## src/rtl/parking_gate_controller.sv

```systemverilog
// Entrance-gate controller: password/gate state machine on clk_50MHz, seconds
// countdown from the synchronized clk_1Hz, and car-park occupancy tracking.
module parking_gate_controller #(
    parameter logic [1:0]  PASS1        = 2'b01,
    parameter logic [1:0]  PASS2        = 2'b10,
    parameter int unsigned WAIT_SECS    = 5,
    parameter int unsigned OPEN_SECS    = 3,
    parameter int unsigned MAX_TRIES    = 3,
    parameter int unsigned LOCKOUT_SECS = 10,
    parameter int unsigned CAPACITY     = 8,
    parameter int unsigned TIMER_W      = 4,
    parameter int unsigned COUNT_W      = 4
) (
    input  logic               clk_50MHz,
    input  logic               reset,
    input  logic               clk_1Hz,
    input  logic               sensor_entrance,
    input  logic               sensor_exit,
    input  logic               submit,
    input  logic [1:0]         password_1,
    input  logic [1:0]         password_2,
    output logic               gate_open,
    output logic               green_led,
    output logic               red_led,
    output logic               alarm,
    output logic               full,
    output logic [2:0]         state_code,
    output logic [TIMER_W-1:0] seconds_left,
    output logic [COUNT_W-1:0] car_count
);

    localparam int unsigned TRIES_W = $clog2(MAX_TRIES + 1);

    typedef enum logic [2:0] {
        IDLE          = 3'd0,
        WAIT_PASSWORD = 3'd1,
        WRONG_PASS    = 3'd2,
        RIGHT_PASS    = 3'd3,
        LOCKOUT       = 3'd4
    } state_e;

    // [0],[1] are the synchronizer pair, [2] holds the previous synced value
    logic [2:0]         clk1_sh;
    logic [2:0]         exit_sh;
    logic [2:0]         sub_sh;
    logic [1:0]         ent_sh;
    logic               sec_tick;
    logic               exit_evt;
    logic               submit_evt;
    logic               ent_level;
    logic               blink;

    state_e             state;
    state_e             state_nxt;
    logic [TIMER_W-1:0] timer;
    logic [TIMER_W-1:0] timer_nxt;
    logic [TRIES_W-1:0] tries;
    logic [TRIES_W-1:0] tries_nxt;
    logic [TRIES_W-1:0] tries_inc;
    logic [COUNT_W-1:0] count_nxt;
    logic               car_inc;
    logic               expire;
    logic               pass_ok;
    logic               gate_nxt;
    logic               green_nxt;
    logic               red_nxt;
    logic               alarm_nxt;

    assign ent_level    = ent_sh[1];
    assign blink        = clk1_sh[1];
    assign expire       = sec_tick && (timer == TIMER_W'(1));
    assign pass_ok      = (password_1 == PASS1) && (password_2 == PASS2);
    assign tries_inc    = tries + TRIES_W'(1);
    assign full         = (car_count == COUNT_W'(CAPACITY));
    assign state_code   = state;
    assign seconds_left = timer;

    // Input synchronizers; edge pulses are registered so a rise shows 3 cycles later
    always_ff @(posedge clk_50MHz or posedge reset) begin
        if (reset) begin
            clk1_sh    <= '0;
            exit_sh    <= '0;
            sub_sh     <= '0;
            ent_sh     <= '0;
            sec_tick   <= 1'b0;
            exit_evt   <= 1'b0;
            submit_evt <= 1'b0;
        end else begin
            clk1_sh    <= {clk1_sh[1:0], clk_1Hz};
            exit_sh    <= {exit_sh[1:0], sensor_exit};
            sub_sh     <= {sub_sh[1:0], submit};
            ent_sh     <= {ent_sh[0], sensor_entrance};
            sec_tick   <= clk1_sh[1] & ~clk1_sh[2];
            exit_evt   <= exit_sh[1] & ~exit_sh[2];
            submit_evt <= sub_sh[1] & ~sub_sh[2];
        end
    end

    // State, countdown, attempt counter, occupancy and registered outputs
    always_ff @(posedge clk_50MHz or posedge reset) begin
        if (reset) begin
            state     <= IDLE;
            timer     <= '0;
            tries     <= '0;
            car_count <= '0;
            gate_open <= 1'b0;
            green_led <= 1'b0;
            red_led   <= 1'b0;
            alarm     <= 1'b0;
        end else begin
            state     <= state_nxt;
            timer     <= timer_nxt;
            tries     <= tries_nxt;
            car_count <= count_nxt;
            gate_open <= gate_nxt;
            green_led <= green_nxt;
            red_led   <= red_nxt;
            alarm     <= alarm_nxt;
        end
    end

    // Next-state logic; a submit in the same cycle as expiry takes priority
    always_comb begin
        state_nxt = state;
        timer_nxt = timer;
        tries_nxt = tries;
        car_inc   = 1'b0;
        case (state)
            IDLE: begin
                if (ent_level && !full) begin
                    state_nxt = WAIT_PASSWORD;
                    tries_nxt = '0;
                    timer_nxt = TIMER_W'(WAIT_SECS);
                end
            end
            WAIT_PASSWORD, WRONG_PASS: begin
                if (submit_evt) begin
                    if (pass_ok) begin
                        state_nxt = RIGHT_PASS;
                        timer_nxt = TIMER_W'(OPEN_SECS);
                    end else if (tries_inc == TRIES_W'(MAX_TRIES)) begin
                        state_nxt = LOCKOUT;
                        tries_nxt = tries_inc;
                        timer_nxt = TIMER_W'(LOCKOUT_SECS);
                    end else begin
                        state_nxt = WRONG_PASS;
                        tries_nxt = tries_inc;
                        timer_nxt = TIMER_W'(WAIT_SECS);
                    end
                end else if (expire) begin
                    state_nxt = IDLE;
                    timer_nxt = '0;
                end else if (sec_tick) begin
                    timer_nxt = timer - TIMER_W'(1);
                end
            end
            RIGHT_PASS: begin
                if (expire) begin
                    state_nxt = IDLE;
                    timer_nxt = '0;
                    car_inc   = 1'b1;
                end else if (sec_tick) begin
                    timer_nxt = timer - TIMER_W'(1);
                end
            end
            LOCKOUT: begin
                if (expire) begin
                    state_nxt = IDLE;
                    timer_nxt = '0;
                    tries_nxt = '0;
                end else if (sec_tick) begin
                    timer_nxt = timer - TIMER_W'(1);
                end
            end
            default: begin
                state_nxt = IDLE;
                timer_nxt = '0;
                tries_nxt = '0;
            end
        endcase
    end

    // Output decode from the upcoming state so LEDs line up with state_code
    always_comb begin
        gate_nxt  = 1'b0;
        green_nxt = 1'b0;
        red_nxt   = 1'b0;
        alarm_nxt = 1'b0;
        count_nxt = car_count;
        case (state_nxt)
            RIGHT_PASS: begin
                gate_nxt  = 1'b1;
                green_nxt = 1'b1;
            end
            WAIT_PASSWORD: red_nxt = 1'b1;
            WRONG_PASS:    red_nxt = blink;
            LOCKOUT: begin
                alarm_nxt = 1'b1;
                red_nxt   = blink;
            end
            default: ;
        endcase
        if (car_inc && !exit_evt && (car_count != COUNT_W'(CAPACITY))) begin
            count_nxt = car_count + COUNT_W'(1);
        end else if (exit_evt && !car_inc && (car_count != '0)) begin
            count_nxt = car_count - COUNT_W'(1);
        end
    end

endmodule
```

## config.mk

```make
export PLATFORM = sky130hd
export DESIGN_NAME = parking_gate_controller
export DESIGN_NICKNAME = d
export VERILOG_FILES = /design/src/rtl/parking_gate_controller.sv
export SDC_FILE = /design/constraint.sdc
export NUM_CORES = 1
export LEC_CHECK = 0
export ABC_AREA = 0
export BUFFER_PORTS_ARGS = -buffer_cell sky130_fd_sc_hd__buf_4
export CORE_MARGIN = 8
export CORE_UTILIZATION = 44
export CTS_CLUSTER_SIZE = 24
export DETAILED_ROUTE_END_ITERATION = 7
export GPL_ROUTABILITY_DRIVEN = 0
export SLEW_MARGIN = 10
export SYNTH_ARGS = -nofsm -noshare
export SYNTH_HDL_FRONTEND = slang
export SYNTH_SLANG_ARGS = --single-unit
```

## constraint.sdc

```tcl
create_clock -name clk_50MHz -period 6.44 [get_ports clk_50MHz]
set_clock_uncertainty 0.05 [all_clocks]
set_input_delay 0.322 -clock clk_50MHz [delete_from_list [all_inputs] [get_ports clk_50MHz]]
set_output_delay 0.322 -clock clk_50MHz [all_outputs]
set_load 0.1 [all_outputs]
```

==> results of run 1 <==
[final timing paths]
kind	end	slack, ns
max in group asynchronous	submit_evt$_DFF_PP0_	5.81
min in group asynchronous	clk1_sh[2]$_DFF_PP0_	0.05
min	exit_sh[0]$_DFF_PP0_	0.04
min reg2reg	ent_sh[1]$_DFF_PP0_	0.31
max	car_count[3]$_DFFE_PP0P_	3.46
max reg2reg	car_count[3]$_DFFE_PP0P_	3.46
[per-layer routing]
metal,wire (um),vias up,track usage [%]
met5,0,-,0
met1,1490,565,15.1
met2,1440,31,19.2
met4,55,0,5.76
li1,-,575,-
met3,190,6,4.74
[kinds of logic (layout without fill, tap and decap cells)]
kind of cell	after synthesis	count (layout)	share of synthesized area, %
buffers and inverters	14	43	3.63
AOI/OAI and AO/OA	43	43	19.4
DFF	30	30	48.4
adders and majority gates	6	6	5.32
and+or+nand+nor	43	43	18.8
muxes	4	4	3.39
xor gates and xnor gates	2	2	1.13
[placed cells by master, fill, tap and decap left out, types with 2 or more instances in the layout]
cell      instances
o21ai_1           4
ha_1              5
inv_1             8
a211o_1           2
nor2b_1           6
or4_1             2
a211oi_1          2
o22ai_1           4
nand2b_1          3
or3_4             2
o221ai_1          2
o32ai_1           3
nor2_1            9
a21o_1            2
and4bb_2          2
a31oi_1           3
nand2_1           6
o21ai_0           3
a21oi_1           9
nor3_1            2
buf_4            25
dfrtp_1          30
clkbuf_4          5
mux2_4            2
mux2_1            2
[synthesized netlist by cell type, drive strengths merged, types with 3 or more instances]
cell type / number / area share, %
dfrtp: 30 / 48
inv: 10 / 2.4
a21oi: 9 / 2.9
nor2: 9 / 2.2
o21ai: 7 / 2.3
nand2: 6 / 1.5
nor2b: 6 / 2.4
ha: 5 / 4.0
mux2: 4 / 3.4
o22ai: 4 / 1.6
a31oi: 3 / 1.2
clkbuf: 3 / 0.73
nand2b: 3 / 1.2
o32ai: 3 / 1.7
or3: 3 / 1.9
[state kept, by name, summed over array words and instances (netlist names), 2 cells and up]
| register | cells |
|---|---|
| state_code | 3 |
| sub_sh | 3 |
| tries | 2 |
| exit_sh | 3 |
| seconds_left | 4 |
| car_count | 4 |
| ent_sh | 2 |
| clk1_sh | 3 |
[stage by stage]
step	hold slack (ns)	area (um2)	setup WS (ns)	utilization (%)	std cells
floorplan	0.281	1550	2.04	-	142
global placement	0.287	1780	3.60	52.9	209
detailed placement	0.287	1780	3.50	52.9	209
CTS	0.0247	1840	3.48	54.8	217
global route	0.0142	1840	3.29	54.8	217
finish	0.0413	1840	3.46	54.8	217
[worst max-delay path: stages, from the launching register on]
cell and delay (ns):
dfrtp_1 0.41, inv_1 0.11, ha_1 0.23, nand4bb_4 0.17
or3_4 0.44, or3_4 0.38, ha_1 0.29, a21o_1 0.18
a21oi_1 0.22, nor3_1 0.10, a211o_1 0.29, o21ai_1 0.07
[final cells by class]
type / count / area (um2)
multi-input combinational: 98 / 744
tap: 46 / 57.6
inverter: 10 / 37.5
clock inverter: 2 / 12.5
sequential: 30 / 751
clock buffer: 6 / 51.3
timing repair buffer: 25 / 188
fill: 316 / 1520
==> results by group, run 1 <==
Logic synthesis
  – Cells after Synth: ~140
  – Main synth FF type: dfrtp_1
  – Synthesized area: roughly 0.0016 mm2
  – FF+latch count, synth: 30
  – Sequential fraction of the synthesis area: 48.4%
  – Distinct cells, synth: slightly below 50
  – Syn. warnings: 0
  – Async set-reset flop share out of synthesis: 100%
  – Mapped Nets: 158
  – Post-synth EDFFs: 0
  – Syn Area/Cell: 10.9 um2

Worst setup path
  – Setup CP Type: reg2reg
  – Critical path launch point type: register
  – RR Startpoint: seconds_left[1]$_DFFE_PP0P_
  – Critical path launch point: seconds_left[1]$_DFFE_PP0P_
  – Crit Path Max Fanout: 6
  – R2R cell count: 11
  – CP endpoint kind: register
  – Crit path DAT: between 3 and 4 ns
  – CP required: about 6.7 ns

STA
  – Period utilisation layout: a little under half
  – Max_slew headroom: a little under a third
  – Fmax: ~340 MHz
  – Final hold vios: 0
  – Final Slew Violations: 0
  – Post-route setup TNS: 0 ns
  – Minimum clock period: approximately 3.0 ns
  – Unrepaired setup endpoints after global routing: false
  – Setup violations, final: 0
  – Worst Tran Pin Value: a little over 1 ns

Die
  – Initial Util: between 40% and 50%
  – Die height: around 75 um
  – Die W: approximately 75 um
  – Io pins: 26
  – Area of the core: 0.00336 mm2
  – Die Area: 0.00568 mm2
  – Row count: 21

Final layout
  – Antenna diodes: 0
  – Share of cells above drive strength 1: 26.3%
  – Area grow syn2layout: 18.7%
  – Final-stage net count: between 150 and 200

Min path
  – Hold WC Path Type: in2reg
  – Worst Hold Depth: 1
  – Min-delay src: sensor_exit

Clock tree
  – Hold_buf cts: 0
  – Max clock buf depth: 2
  – H-tree depth: 2
  – Total CTS buffers: 5
  – Sink Count: 30
  – Clock Tree Root: clkbuf_4
  – Clk slew on worst S/H paths: approximately 0.10 ns
  – Post-CTS Setup Repair Bufs: 0
  – Post-CTS Resized: 0
  – TritonCTS clock tree: done
  – Worst-Skew Late Latency: 0.33 ns

Route
  – DRC: 0
  – Initial DRC Count: 74
  – Antenna Nets Post-Route: 0
  – DRT Wirelength: about 3.2 mm
  – TritonRoute pass-1 iters: 4
  – Vias: roughly 1.2k
  – Via density per instance: between 5 and 6
  – Routed wire per std cell: about 15 um

Global route
  – Largest net degree at the start of global routing: 31
  – Global-route wire length before repair: around 5.3 mm
  – Vias in the first global route: between 1k and 1.5k
  – Tot GR Track Use: around 12%
  – Total gr overflow: 0
  – Initial antenna violation count: 0

Placement
  – PortBufs: 25
  – Post-DP HPWL: approximately 2.3 mm

Job
  – Max-cap viol count: 0

Status
  – Status: completed
Power of run 1 is not shown: default switching activity piles up to over one toggle a cycle in this logic, so the estimate is an artifact.
==> run 2: changes to the inputs <==
- ABC_AREA: 0 -> 1
- PLACE_DENSITY: unset -> 0.67
- clock period: 6.44 -> 2.4 ns (I/O delays scaled with it)
==> results by group, run 2 <==
Route
  – Vias: 1,278 (was 1,177)
  – Routed wire per std cell: 11.8 um (was 14.6 um)
  – Via density per instance: 4.79 (was 5.42)
  – DRC: 0 (unchanged)
  – TritonRoute pass-1 iters: 4 (unchanged)
  – Initial DRC Count: 52 (was 74)
  – DRT Wirelength: 3.16 mm (was 3.18 mm)
  – Antenna Nets Post-Route: 0 (unchanged)

Global route
  – Tot GR Track Use: 12.4% (was 12.5%)
  – Largest net degree at the start of global routing: 16 (was 31)
  – Global-route wire length before repair: 5.39 mm (was 5.27 mm)
  – Vias in the first global route: 1,326 (was 1,154)
  – Initial antenna violation count: 0 (unchanged)
  – Total gr overflow: 0 (unchanged)

STA
  – Unrepaired setup endpoints after global routing: false (unchanged)
  – Post-route setup TNS: 0 ns (unchanged)
  – Setup violations, final: 0 (unchanged)
  – Final hold vios: 0 (unchanged)
  – Worst Tran Pin Value: 0.581 ns (was 1.02 ns)
  – Final Slew Violations: 0 (unchanged)
  – Period utilisation layout: 92.4% (was 46.3%)
  – Setup ws final: 0.184 ns (was 3.46 ns)
  – Max_slew headroom: 61.2% (was 31.3%)
  – Minimum clock period: 2.22 ns (was 2.98 ns)
  – Fmax: 451 MHz (was 335 MHz)

Final layout
  – Commonest non-fill, non-tap cell in the layout: nand2_1 (was dfrtp_1)
  – Share of cells above drive strength 1: 31.2% (was 26.3%)
  – Area grow syn2layout: 25.1% (was 18.7%)
  – Final-stage net count: 236 (was 186)
  – Fillers: 329 (was 316)
  – Most frequent cells in the layout: nand2_1, buf_4, inv_1, dfrtp_1, nor2_1 (was dfrtp_1, buf_4, nor2_1, a21oi_1, inv_1)
  – Antenna diodes: 0 (unchanged)

Worst setup path
  – CP endpoint kind: register (unchanged)
  – Reg-to-reg setup timing slack: 0.18 ns (was 3.46 ns)
  – Crit Path Max Fanout: 6 (unchanged)
  – RR Startpoint: seconds_left[1]$_DFFE_PP0P_ (unchanged)
  – Critical path launch point: seconds_left[1]$_DFFE_PP0P_ (unchanged)
  – Critical path launch point type: register (unchanged)
  – Critical path endpoint: car_count[3]$_DFFE_PP0P_ (unchanged)
  – Crit path DAT: 2.39 ns (was 3.20 ns)
  – Reg-to-Reg End: car_count[3]$_DFFE_PP0P_ (unchanged)
  – R2R cell count: 15 (was 11)
  – Setup CP Type: reg2reg (unchanged)
  – CP required: 2.58 ns (was 6.66 ns)

Job
  – Max-cap viol count: 0 (unchanged)

Logic synthesis
  – Most common cell in the netlist: nand2_1 (was dfrtp_1)
  – Share of the synthesized area in the top cell type: 48.2% (was 48.4%)
  – Top cells by area, synth: dfrtp_1, nand2_1, inv_1 (was dfrtp_1, ha_1, a21oi_1)
  – Async set-reset flop share out of synthesis: 100% (unchanged)
  – Syn Area/Cell: 8.61 um2 (was 10.9 um2)
  – FF+latch count, synth: 30 (unchanged)
  – Commonest cells in the synthesized netlist: nand2_1, dfrtp_1, inv_1 (was dfrtp_1, a21oi_1, inv_1, nor2_1)
  – Sequential fraction of the synthesis area: 48.2% (was 48.4%)
  – Mapped Nets: 197 (was 158)
  – Main synth FF type: dfrtp_1 (unchanged)
  – Synthesized area: 0.00156 mm2 (was 0.00155 mm2)
  – Post-synth top area cell: dfrtp_1 (unchanged)
  – Syn. warnings: 0 (unchanged)
  – Post-synth EDFFs: 0 (unchanged)
  – Cells after Synth: 181 (was 142)
  – Distinct cells, synth: 28 (was 49)

Die
  – Die height: 75.5 um (was 75.4 um)
  – Area of the core: 0.00336 mm2 (unchanged)
  – Io pins: 26 (unchanged)
  – Initial Util: 46.4% (was 46.1%)
  – Row count: 21 (unchanged)
  – Die W: 75.5 um (was 75.4 um)
  – Die Area: 0.00570 mm2 (was 0.00568 mm2)

Clock tree
  – H-tree depth: 2 (unchanged)
  – Sink Count: 30 (unchanged)
  – Clock Tree Root: clkbuf_4 (unchanged)
  – Hold_buf cts: 5 (was 0)
  – Post-CTS Resized: 0 (unchanged)
  – Worst-Skew Late Latency: 0.32 ns (was 0.33 ns)
  – Max clock buf depth: 2 (unchanged)
  – Post-CTS Setup Repair Bufs: 0 (unchanged)
  – TritonCTS clock tree: done (unchanged)
  – Total CTS buffers: 5 (unchanged)
  – Clk slew on worst S/H paths: 0.10 ns (about the same)

Min path
  – Hold WC Path Type: in2reg (unchanged)

Placement
  – PortBufs: 25 (unchanged)
  – Pre-CTS setup slack: 0.163 ns (was 3.50 ns)
  – Post-DP HPWL: 2.41 mm (was 2.35 mm)

Status
  – Status: completed (unchanged)
-- run 2: cell count changes in the layout (fill, tap and decap cells not counted), sizes merged, moves of 5 or more --
cell	change
nor2b	-6
dlygate4sd3	+5
inv	+22
nand2	+50
a21oi	-9
nand3	+14
nor2	+13
-- run 2: worst min path at each step --
stage | startpoint | to | depth (start not counted)
after floorplan | clk_1Hz | clk1_sh[0]$_DFF_PP0_ | 0
after global placement | reset | exit_sh[1]$_DFF_PP0_ | 2
after detailed placement | reset | exit_sh[1]$_DFF_PP0_ | 2
after CTS | password_2[0] | seconds_left[1]$_DFFE_PP0P_ | 6
after global routing | password_2[0] | seconds_left[1]$_DFFE_PP0P_ | 6
final | password_2[0] | seconds_left[1]$_DFFE_PP0P_ | 6
-- run 2: kinds of logic (layout without fill, tap and decap cells) --
| group | Yosys count | after routing | synth area share (%) |
|---|---|---|---|
| xor+xnor | 3 | 3 | 2.17 |
| compound gates | 11 | 11 | 4.82 |
| fa+ha+maj | 6 | 6 | 5.30 |
| simple gates | 98 | 98 | 31.3 |
| buf+inv | 33 | 73 | 8.27 |
| flops | 30 | 30 | 48.2 |
-- run 2: layout make-up --
type | instances | area (um2) | share of cell area, %
Clock buffer | 6 | 51.3 | 2.63
Sequential cell | 30 | 766 | 39.3
Inverter | 32 | 121 | 6.22
Timing Repair Buffer | 33 | 260 | 13.3
Multi-Input combinational cell | 118 | 682 | 35.0
Tap cell | 46 | 57.6 | 2.95
Clock inverter | 2 | 12.5 | 0.641
-- run 2: layer usage --
layer	vias up	global-route usage, %	share of wire, %
met5	-	0	0
met4	0	5.97	0.98
met2	30	21.9	50
met1	611	13.1	43
li1	631	-	-
met3	6	3.68	6.0
-- run 2: stage by stage --
| step | hold WS, ns | utilization [%] | cell area, um2 | std cells |
|---|---|---|---|---|
| 2_1_floorplan | 0.101 | - | 1580 | 181 |
| 3_3_place_gp | 0.173 | 54.6 | 1840 | 254 |
| 3_5_place_dp | 0.179 | 54.6 | 1840 | 254 |
| 4_1_cts | 0.239 | 58.0 | 1950 | 267 |
| 5_1_grt | 0.268 | 58.0 | 1950 | 267 |
| 6_report | 0.252 | 58.0 | 1950 | 267 |
-- run 2: worst max-delay path, cell delays in order, from the launching register on --
cell and delay, ns:
dfrtp_4 0.50, inv_2 0.08, ha_1 0.14, inv_1 0.04, nor2_2 0.11, nand2_4 0.07
nor2_4 0.10, nand3_4 0.12, ha_1 0.33, and3_1 0.17, nor2_1 0.12, inv_1 0.06
nand2_1 0.08, nand2_1 0.06, nand2_1 0.05, nand2_1 0.05
Power of run 2 is left out for the same reason.
==> run 3: changes to the inputs <==
- PLACE_DENSITY: 0.67 -> unset
- clock period: 2.4 -> 2.5 ns (I/O delays scaled with it)
==> results by group, run 3 (same netlist as run 2, synthesis figures left out) <==
Final layout
  – Area grow syn2layout: 23.3% (was 25.1%)
  – Share of cells above drive strength 1: 27.9% (was 31.2%)
  – Most frequent cells in the layout: nand2_1, inv_1, dfrtp_1, buf_4, nor2_1 (was nand2_1, buf_4, inv_1, dfrtp_1, nor2_1)
  – Antenna diodes: 0 (unchanged)
  – Commonest non-fill, non-tap cell in the layout: nand2_1 (unchanged)
  – Final-stage net count: 234 (was 236)
  – Fillers: 334 (was 329)

Min path
  – Hold endpoint: seconds_left[1]$_DFFE_PP0P_ (unchanged)
  – Hold WC Path Type: in2reg (unchanged)
  – Worst Hold Depth: 6 (unchanged)
  – Min-delay src: password_2[0] (unchanged)

Clock tree
  – Worst-Skew Late Latency: 0.32 ns (about the same)
  – TritonCTS clock tree: done (unchanged)
  – Sink Count: 30 (unchanged)
  – Total CTS buffers: 5 (unchanged)
  – Max clock buf depth: 2 (unchanged)
  – Clock Tree Root: clkbuf_4 (unchanged)
  – Post-CTS Setup Repair Bufs: 0 (unchanged)
  – Clk slew on worst S/H paths: 0.09 ns (was 0.10 ns)
  – H-tree depth: 2 (unchanged)

Die
  – Die height: 75.5 um (unchanged)
  – Area of the core: 0.00336 mm2 (unchanged)
  – Initial Util: 46.4% (unchanged)
  – Row count: 21 (unchanged)
  – Die W: 75.5 um (unchanged)
  – Io pins: 26 (unchanged)
  – Die Area: 0.00570 mm2 (unchanged)

Route
  – Vias: 1,234 (was 1,278)
  – Antenna Nets Post-Route: 0 (unchanged)
  – DRT Wirelength: 3.01 mm (was 3.16 mm)
  – Routed wire per std cell: 11.4 um (was 11.8 um)
  – Via density per instance: 4.66 (was 4.79)
  – DRC: 0 (unchanged)
  – Initial DRC Count: 59 (was 52)
  – TritonRoute pass-1 iters: 4 (unchanged)

Worst setup path
  – Setup CP Type: reg2reg (unchanged)
  – CP delay by family, top: simple AND/OR/NAND/NOR gates (unchanged)
  – R2R cell count: 15 (unchanged)
  – CP endpoint kind: register (unchanged)
  – Critical path launch point type: register (unchanged)
  – Crit-path max cell delay: 0.43 ns (was 0.50 ns)
  – CP required: 2.67 ns (was 2.58 ns)
  – RR Startpoint: seconds_left[1]$_DFFE_PP0P_ (unchanged)
  – CP dominant cell by count: nand2_1 (unchanged)
  – WP buf/inv: 3 (unchanged)
  – Crit Path Max Fanout: 10 (was 6)
  – Reg-to-reg setup timing slack: 0.24 ns (was 0.18 ns)
  – Reg-to-Reg End: car_count[3]$_DFFE_PP0P_ (unchanged)
  – Worst-path cell chain: inv_1 -> ha_1 -> inv_1 -> nor2_2 -> nand2_4 -> nor2_4 -> nand3_4 -> ha_1 -> and3_1 -> nor2_1 -> inv_1 -> nand2_1 -> nand2_1 -> nand2_1 -> nand2_1 (was inv_2 -> ha_1 -> inv_1 -> nor2_2 -> nand2_4 -> nor2_4 -> nand3_4 -> ha_1 -> and3_1 -> nor2_1 -> inv_1 -> nand2_1 -> nand2_1 -> nand2_1 -> nand2_1)
  – Critical path launch point: seconds_left[1]$_DFFE_PP0P_ (unchanged)
  – Crit path DAT: 2.43 ns (was 2.39 ns)
  – CP max-delay cell: dfrtp_2 (was dfrtp_4)

Global route
  – Met2 usage: 19.8% (was 21.9%)
  – Vias in the first global route: 1,257 (was 1,326)
  – Initial antenna violation count: 0 (unchanged)
  – Global-route wire length before repair: 5.25 mm (was 5.39 mm)
  – Largest net degree at the start of global routing: 31 (was 16)
  – Tot GR Track Use: 12.3% (was 12.4%)
  – Grt met1 use: 13.9% (was 13.1%)
  – Met3 usage: 5.13% (was 3.68%)
  – Grt peak-use layer: met2 (unchanged)
  – Total gr overflow: 0 (unchanged)

Placement
  – PortBufs: 25 (unchanged)
  – Post-DP HPWL: 2.35 mm (was 2.41 mm)

STA
  – Minimum clock period: 2.26 ns (was 2.22 ns)
  – Max_slew headroom: 75.7% (was 61.2%)
  – Fmax: 443 MHz (was 451 MHz)
  – Period utilisation layout: 90.4% (was 92.4%)
  – Worst Tran Pin Value: 0.365 ns (was 0.581 ns)
  – Final hold vios: 0 (unchanged)
  – Setup violations, final: 0 (unchanged)
  – Final Slew Violations: 0 (unchanged)
  – Worst hold margin: 0.256 ns (was 0.252 ns)
  – Unrepaired setup endpoints after global routing: false (unchanged)
  – Post-route setup TNS: 0 ns (unchanged)

Job
  – Max-cap viol count: 0 (unchanged)

Status
  – Status: completed (unchanged)
-- run 3: changes by cell type in the layout (fill, tap and decap cells not counted) --
| cell | previous run | this run |
|---|---|---|
| dfrtp_4 | 2 | 0 |
| buf_4 | 28 | 26 |
| clkinvlp_4 | 1 | 0 |
| inv_2 | 4 | 3 |
| inv_1 | 27 | 28 |
| dfrtp_2 | 6 | 4 |
| dfrtp_1 | 22 | 26 |
| clkbuf_1 | 0 | 1 |
-- run 3: layer usage --
metal / vias up / wire [um] / part of all wire, %
li1: 626 / - / -
met1: 577 / 1280 / 43
met2: 27 / 1470 / 49
met3: 4 / 208 / 6.9
met4: 0 / 51 / 1.7
met5: - / 0 / 0
-- run 3: tightest hold or removal path, cell delays in order --
cell      delay [ns]
buf_4           0.08
nor2_1          0.03
nand2_1         0.09
nand2_1         0.06
nand2_1         0.08
o221ai_1        0.12
-- run 3: area by class of cell --
| type | instances | area [um2] | share of cell area [%] |
|---|---|---|---|
| flip-flops and latches | 30 | 756 | 39.3 |
| multi-input cells | 118 | 682 | 35.5 |
| repair buffers | 31 | 245 | 12.8 |
| inverters | 32 | 121 | 6.32 |
| well taps | 46 | 57.6 | 2.99 |
| clock buffers | 7 | 55.1 | 2.86 |
| clock inverters | 1 | 5.00 | 0.260 |
-- run 3: per-stage QoR --
| stage | cell area (um2) | util [%] | cells | setup WS [ns] |
|---|---|---|---|---|
| finish | 1920 | 57.1 | 265 | 0.240 |
| global route | 1920 | 57.1 | 265 | 0.0634 |
| CTS | 1920 | 57.1 | 265 | 0.168 |
| detailed placement | 1810 | 53.8 | 252 | 0.188 |
| global placement | 1810 | 53.8 | 252 | 0.273 |
| floorplan | 1560 | - | 181 | 0.00787 |
-- run 3: worst max-delay path by stage --
stage | slack [ns] | cells past startpoint | end
after floorplan | 0.008 | 14 | car_count[3]$_DFFE_PP0P_
after global placement | 0.27 | 15 | car_count[3]$_DFFE_PP0P_
after detailed placement | 0.19 | 15 | car_count[3]$_DFFE_PP0P_
after CTS | 0.17 | 15 | car_count[3]$_DFFE_PP0P_
after global routing | 0.06 | 15 | car_count[3]$_DFFE_PP0P_
final | 0.24 | 15 | car_count[3]$_DFFE_PP0P_
-- run 3: timing repair --
action / in CTS / in global routing
hold buffers: 5 / 0
endpoints found under the hold margin: 34 / 0
resized for setup: 0 / 1
setup endpoints to repair: 0 / 1
Power of run 3 is left out for the same reason.
